[config.mk]
export PLATFORM = sky130hd
export DESIGN_NAME = bldc_commutation_sequencer
export DESIGN_NICKNAME = d
export VERILOG_FILES = /design/src/rtl/bldc_commutation_sequencer.sv
export SDC_FILE = /design/constraint.sdc
export NUM_CORES = 1
export LEC_CHECK = 0
export CAP_MARGIN = 0
export CORE_AREA = 8 8 105 107
export DETAILED_ROUTE_END_ITERATION = 7
export DIE_AREA = 0 0 113 115
export PLACE_DENSITY = 0.77
export SLEW_MARGIN = 30
export SYNTH_ARGS = -nofsm -noshare
export SYNTH_HDL_FRONTEND = slang
export SYNTH_SLANG_ARGS = --single-unit
export TNS_END_PERCENT = 1
[constraint.sdc]
create_clock -name clk -period 3.3 [get_ports clk]
set_input_delay 0.66 -clock clk [delete_from_list [all_inputs] [get_ports clk]]
set_output_delay 0.66 -clock clk [all_outputs]
set_load 0.05 [all_outputs]
[src/rtl/bldc_commutation_sequencer.sv]
// Six-step BLDC commutation: hall filter, sector decode, dead time,
// drive pattern generation and latched invalid-hall / stall faults.
module bldc_commutation_sequencer #(
  parameter int FILTER_CYCLES = 4,
  parameter int DEAD_CYCLES   = 54,
  parameter int STALL_CYCLES  = 54_000_000,
  parameter int COUNT_WIDTH   = 32
) (
  input  logic                   clk,
  input  logic                   reset,
  input  logic                   enable,
  input  logic                   dir_ccw,
  input  logic                   pwm_in,
  input  logic                   fault_clear,
  input  logic [2:0]             hall_values,
  output logic [5:0]             phase_enable,
  output logic [2:0]             sector,
  output logic [1:0]             state,
  output logic                   fault,
  output logic [1:0]             fault_code,
  output logic [COUNT_WIDTH-1:0] commutation_count
);

  localparam int FW = $clog2(FILTER_CYCLES + 1);
  localparam int DW = $clog2(DEAD_CYCLES + 1);
  localparam int SW = $clog2(STALL_CYCLES + 1);

  localparam logic [FW-1:0] FILT_MAX  = FW'(FILTER_CYCLES);
  localparam logic [DW-1:0] DEAD_LOAD = DW'(DEAD_CYCLES - 1);
  localparam logic [SW-1:0] STALL_MAX = SW'(STALL_CYCLES);

  typedef enum logic [1:0] {
    S_IDLE  = 2'd0,
    S_DEAD  = 2'd1,
    S_DRIVE = 2'd2,
    S_FAULT = 2'd3
  } state_e;

  function automatic logic [2:0] sector_of(input logic [2:0] h);
    logic [2:0] s;
    s = 3'd7;
    unique case (h)
      3'b101:  s = 3'd0;
      3'b100:  s = 3'd1;
      3'b110:  s = 3'd2;
      3'b010:  s = 3'd3;
      3'b011:  s = 3'd4;
      3'b001:  s = 3'd5;
      default: s = 3'd7;
    endcase
    return s;
  endfunction

  // {hi, lo} one-hot phase selects, A = 100, B = 010, C = 001
  function automatic logic [5:0] pattern_of(input logic [2:0] s,
                                            input logic       ccw);
    logic [2:0] hi;
    logic [2:0] lo;
    hi = 3'b000;
    lo = 3'b000;
    unique case (s)
      3'd0: begin hi = 3'b100; lo = 3'b010; end
      3'd1: begin hi = 3'b100; lo = 3'b001; end
      3'd2: begin hi = 3'b010; lo = 3'b001; end
      3'd3: begin hi = 3'b010; lo = 3'b100; end
      3'd4: begin hi = 3'b001; lo = 3'b100; end
      3'd5: begin hi = 3'b001; lo = 3'b010; end
      default: begin hi = 3'b000; lo = 3'b000; end
    endcase
    return ccw ? {lo, hi} : {hi, lo};
  endfunction

  logic [2:0]             hall_prev_q, hall_prev_d;
  logic [FW-1:0]          stable_q, stable_d;
  logic [2:0]             hall_filt_q, hall_filt_d;
  logic                   hall_ok_q, hall_ok_d;

  state_e                 state_q, state_d;
  logic [DW-1:0]          dead_q, dead_d;
  logic [SW-1:0]          stall_q, stall_d;
  logic [SW-1:0]          stall_inc;
  logic [COUNT_WIDTH-1:0] count_q, count_d;
  logic [2:0]             drv_sec_q, drv_sec_d;
  logic                   drv_dir_q, drv_dir_d;
  logic                   fault_q, fault_d;
  logic [1:0]             code_q, code_d;
  logic [5:0]             phase_q, phase_d;
  logic [5:0]             pat;

  logic [2:0]             sector_w;
  logic                   invalid;

  always_comb begin
    hall_prev_d = hall_values;
    hall_filt_d = hall_filt_q;
    hall_ok_d   = hall_ok_q;
    stable_d    = stable_q;
    if (hall_values != hall_prev_q) begin
      stable_d = FW'(1);
    end else if (stable_q != FILT_MAX) begin
      stable_d = stable_q + FW'(1);
    end
    if (stable_d == FILT_MAX) begin
      hall_filt_d = hall_values;
      hall_ok_d   = 1'b1;
    end
  end

  assign sector_w  = hall_ok_q ? sector_of(hall_filt_q) : 3'd7;
  assign invalid   = hall_ok_q && (sector_w == 3'd7);
  assign stall_inc = stall_q + SW'(1);

  always_comb begin
    state_d   = state_q;
    dead_d    = dead_q;
    stall_d   = stall_q;
    count_d   = count_q;
    drv_sec_d = drv_sec_q;
    drv_dir_d = drv_dir_q;
    fault_d   = fault_q;
    code_d    = code_q;
    unique case (state_q)
      S_IDLE: begin
        stall_d = '0;
        if (invalid) begin
          state_d = S_FAULT;
          fault_d = 1'b1;
          code_d  = 2'd1;
        end else if (enable && hall_ok_q && sector_w != 3'd7) begin
          state_d = S_DEAD;
          dead_d  = DEAD_LOAD;
        end
      end
      S_DEAD: begin
        if (invalid) begin
          state_d = S_FAULT;
          fault_d = 1'b1;
          code_d  = 2'd1;
        end else if (!enable) begin
          state_d = S_IDLE;
        end else if (dead_q == '0) begin
          state_d   = S_DRIVE;
          drv_sec_d = sector_w;
          drv_dir_d = dir_ccw;
        end else begin
          dead_d = dead_q - DW'(1);
        end
      end
      S_DRIVE: begin
        stall_d = stall_inc;
        if (invalid) begin
          state_d = S_FAULT;
          fault_d = 1'b1;
          code_d  = 2'd1;
        end else if (stall_inc == STALL_MAX) begin
          state_d = S_FAULT;
          fault_d = 1'b1;
          code_d  = 2'd2;
        end else if (!enable) begin
          state_d = S_IDLE;
        end else if (sector_w != drv_sec_q) begin
          state_d = S_DEAD;
          dead_d  = DEAD_LOAD;
          stall_d = '0;
          count_d = count_q + COUNT_WIDTH'(1);
        end else if (dir_ccw != drv_dir_q) begin
          state_d = S_DEAD;
          dead_d  = DEAD_LOAD;
        end
      end
      S_FAULT: begin
        if (fault_clear && !enable) begin
          state_d = S_IDLE;
          fault_d = 1'b0;
          code_d  = 2'd0;
        end
      end
      default: state_d = S_IDLE;
    endcase
  end

  // pattern is taken from the next-state view so any exit from DRIVE blanks at once
  always_comb begin
    pat     = pattern_of(drv_sec_d, drv_dir_d);
    phase_d = 6'b000000;
    if (state_d == S_DRIVE) begin
      phase_d = {pat[5:3] & {3{pwm_in}}, pat[2:0]};
    end
  end

  always_ff @(posedge clk) begin
    if (reset) begin
      hall_prev_q <= 3'b000;
      stable_q    <= '0;
      hall_filt_q <= 3'b000;
      hall_ok_q   <= 1'b0;
      state_q     <= S_IDLE;
      dead_q      <= '0;
      stall_q     <= '0;
      count_q     <= '0;
      drv_sec_q   <= 3'd0;
      drv_dir_q   <= 1'b0;
      fault_q     <= 1'b0;
      code_q      <= 2'd0;
      phase_q     <= 6'b000000;
    end else begin
      hall_prev_q <= hall_prev_d;
      stable_q    <= stable_d;
      hall_filt_q <= hall_filt_d;
      hall_ok_q   <= hall_ok_d;
      state_q     <= state_d;
      dead_q      <= dead_d;
      stall_q     <= stall_d;
      count_q     <= count_d;
      drv_sec_q   <= drv_sec_d;
      drv_dir_q   <= drv_dir_d;
      fault_q     <= fault_d;
      code_q      <= code_d;
      phase_q     <= phase_d;
    end
  end

  assign phase_enable      = phase_q;
  assign sector            = sector_w;
  assign state             = state_q;
  assign fault             = fault_q;
  assign fault_code        = code_q;
  assign commutation_count = count_q;

endmodule
==> results.yml, run 1 <==
cts:
  htree_levels: 3
  cts_buffer_depth: 2
  cts_tree: "built"
  root_buffer: "clkbuf_8"
  clk_latency_ns: 0.36
  cts.sink_count: 89
  cts_setup_buffers: 0
  cts_buffers: 9
  clk_pin_slew_ns: 0.09
placement:
  dpl.cell_count: 763
  numPortBuffers: 54
  place.gp.congestion: 0.870
  hpwlAfterDp_um: 9170
  dpl_cell_area_mm2: 0.00570
worst_setup_path:
  worstPathCellList: "and4_1 -> nand2b_2 -> o31a_1 -> or4_1 -> o41a_4 -> nor4_1 -> a221o_1"
  worst_path_largest_cell_delay_ns: 0.70
  worstPathArrival_ns: 3.42
  cp-end-kind: "flop"
  crit_fanout: 31
  cp_slowest_cell: "or4_1"
  crit_type: "reg2reg"
  cp_data_required_time_ns: 3.61
  start_kind: "flop"
layout:
  final_cell_mix: "dfxtp_1, clkdlybuf4s50_1, nor2_1, nand2_1, a21oi_1"
  fin_area_mm2: 0.00590
  final_common_cell: "dfxtp_1"
  final_nets: 675
  fin_cells: 778
  nFillCells: 818
  syn2layout_area_growth_pct: 17.3
  utilization_pct: 62.4
  drive_gt1_share_pct: 8.89
  n_antenna_cell: 0
routing:
  wl_per_cell_um: 16.7
  wirelength_um: 13000
  vias: 4925
  drc: 0
  drt-initial-drc-count: 383
  antenna_left: 0
  first_pass_iters: 5
  vias_per_cell: 6.33
sta:
  slew_headroom_pct: 50.3
  max_slew.worst_pin.slew_ns: 0.738
  period_share_pct: 94.4
  setup_viol: 0
  finalMaxSlewViolations: 0
  final.setup.tns_ns: 0
  skew_ns: 0.0152
  timing.fmax_mhz: 321
  hold_violations: 0
  rsz0062_at_grt: "false"
  period_minus_slack_ns: 3.11
yosys:
  synth_seq_cells: 89
  synth_top_area_share_pct: 35.4
  synthTopCellsByArea: "dfxtp_1, o31ai_1, nor2_1"
  synthDistinctLibCells: 72
  avgSynthCellArea_um2: 8.26
  syn-instance-count: 609
  yosys_warnings: 0
  synth-edff-count: 0
  synthFlopType: "dfxtp_1"
  async_flop_share_pct: 0
  netlist_area_mm2: 0.00503
  syn_nets: 624
  synth_top_area_cell: "dfxtp_1"
  ys_seq_area_share_pct: 35.4
floorplan:
  rows: 36
  die_h_um: 115
  die_area_mm2: 0.0130
  core_mm2: 0.00946
  die_w_um: 113
  start_util_pct: 53.2
  io_pins: 55
grt:
  gr-total-overflow: 0
  grt_pass1_wl_um: 21700
  antenna_found_initial: 0
  grt_pass1_vias: 4622
  track_usage_pct: 19.9
  grt_max_degree: 45
pwr:
  p_seq_share_pct: 57.2
  leakage_uw: 0.00192
  ir_drop_mv: 0.177
  clkPwrFrac_pct: 39.9
  p_comb_share_pct: 2.9
  swShare_pct: 23.3
  power_density_mw_per_mm2: 320
  power.switching_uw: 440
  cellInternalPower_uw: 1450
min_path:
  min_path_type: "reg2reg"
status:
  status: "finished clean"
job:
  maxCapViolCount: 0
through the flow:
stage          total power (uW)  hold slack, ns  setup WS [ns]
2_1_floorplan              1140           0.450          0.313
3_3_place_gp               1160           0.470          0.259
3_5_place_dp               1160           0.485          0.217
4_1_cts                    1890           0.502          0.227
5_1_grt                    1940           0.516         0.0277
6_report                   1890           0.497          0.185
synthesized netlist by cell type (all sizes together) (17+ instances only):
| master | count |
|---|---|
| dfxtp | 89 |
| nor2 | 49 |
| nand2 | 43 |
| a21oi | 32 |
| o21ai | 32 |
| nand3 | 30 |
| o31ai | 26 |
| clkbuf | 21 |
| inv | 21 |
| xnor2 | 20 |
| or4 | 17 |
final cells by class:
cell class / count / area [um2] / share of cell area [%]
Sequential cell: 89 / 1780 / 30.2
Multi-Input combinational cell: 462 / 3000 / 50.8
Clock buffer: 9 / 124 / 2.10
Timing Repair Buffer: 77 / 708 / 12.0
Tap cell: 114 / 143 / 2.42
Clock inverter: 6 / 68.8 / 1.17
Inverter: 21 / 78.8 / 1.34
registers in the layout, summed over array words and instances (netlist names):
| name | flops |
|---|---|
| drv_sec_q | 3 |
| state | 2 |
| commutation_count | 32 |
| drv_dir_q | 1 |
| fault_code | 2 |
| fault | 1 |
| hall_prev_q | 3 |
| dead_q | 6 |
| stall_q | 26 |
| stable_q | 3 |
| phase_enable | 6 |
| hall_ok_q | 1 |
| hall_filt_q | 3 |
power groups by stage:
stage / logic [uW] / clock network, uW / registers, uW
3_3_place_gp: 51.8 / 0 / 1100
3_5_place_dp: 53.2 / 0 / 1100
6_report: 54.4 / 754 / 1080
4_1_cts: 53.9 / 762 / 1080
2_1_floorplan: 32.3 / 0 / 1100
5_1_grt: 59.1 / 806 / 1080
cell families (layout without fill, tap and decap cells):
group	after synthesis	count (layout)	share of synthesized area [%]
buffers and inverters	58	113	5.15
flip-flops	89	89	35.4
AND/OR/NAND/NOR	253	253	27.7
XOR/XNOR	24	24	4.18
AO/OA/AOI/OAI	163	163	22.8
adder cells (fa/ha/maj)	6	6	1.49
multiplexers	16	16	3.26
repair_timing:
item	CTS	global route
resized for setup	0	1
hold buffers	0	0
endpoints found under the setup margin	0	30
path summary, 6_finish.rpt:
kind,from,to,slack [ns],cells after the start
min,stall_q[25],stall_q[25],0.50,1
min reg2reg,stall_q[25],stall_q[25],0.50,1
max reg2reg,stall_q[0],stall_q[17],0.19,7
max,stall_q[0],stall_q[17],0.19,7
critical path: cells and delay by family (launching register included):
family          cells  cell delay (ns)
simple gates        4             1.51
compound gates      3             1.07
flops               1             0.48
routing by layer:
metal / GRT usage, % / routed length [um] / vias to the layer above / share of wire (%)
met5: 0 / 0 / - / 0
met2: 32.9 / 6120 / 161 / 47
met3: 4.57 / 829 / 29 / 6.4
li1: - / - / 2387 / -
met1: 24.4 / 5770 / 2348 / 45
met4: 8.44 / 239 / 0 / 1.8
(Power assumes the default switching activity.)
==> run 2: changes to the inputs <==
--- a/config.mk
+++ b/config.mk
@@ -7,6 +7,7 @@
 export LEC_CHECK = 0
 export CAP_MARGIN = 0
 export CORE_AREA = 8 8 105 107
+export CTS_CLUSTER_SIZE = 40
 export DETAILED_ROUTE_END_ITERATION = 7
 export DIE_AREA = 0 0 113 115
 export PLACE_DENSITY = 0.77
==> results of run 2 <==
The final DEF is identical to that of run 1; final timing and power are the same.
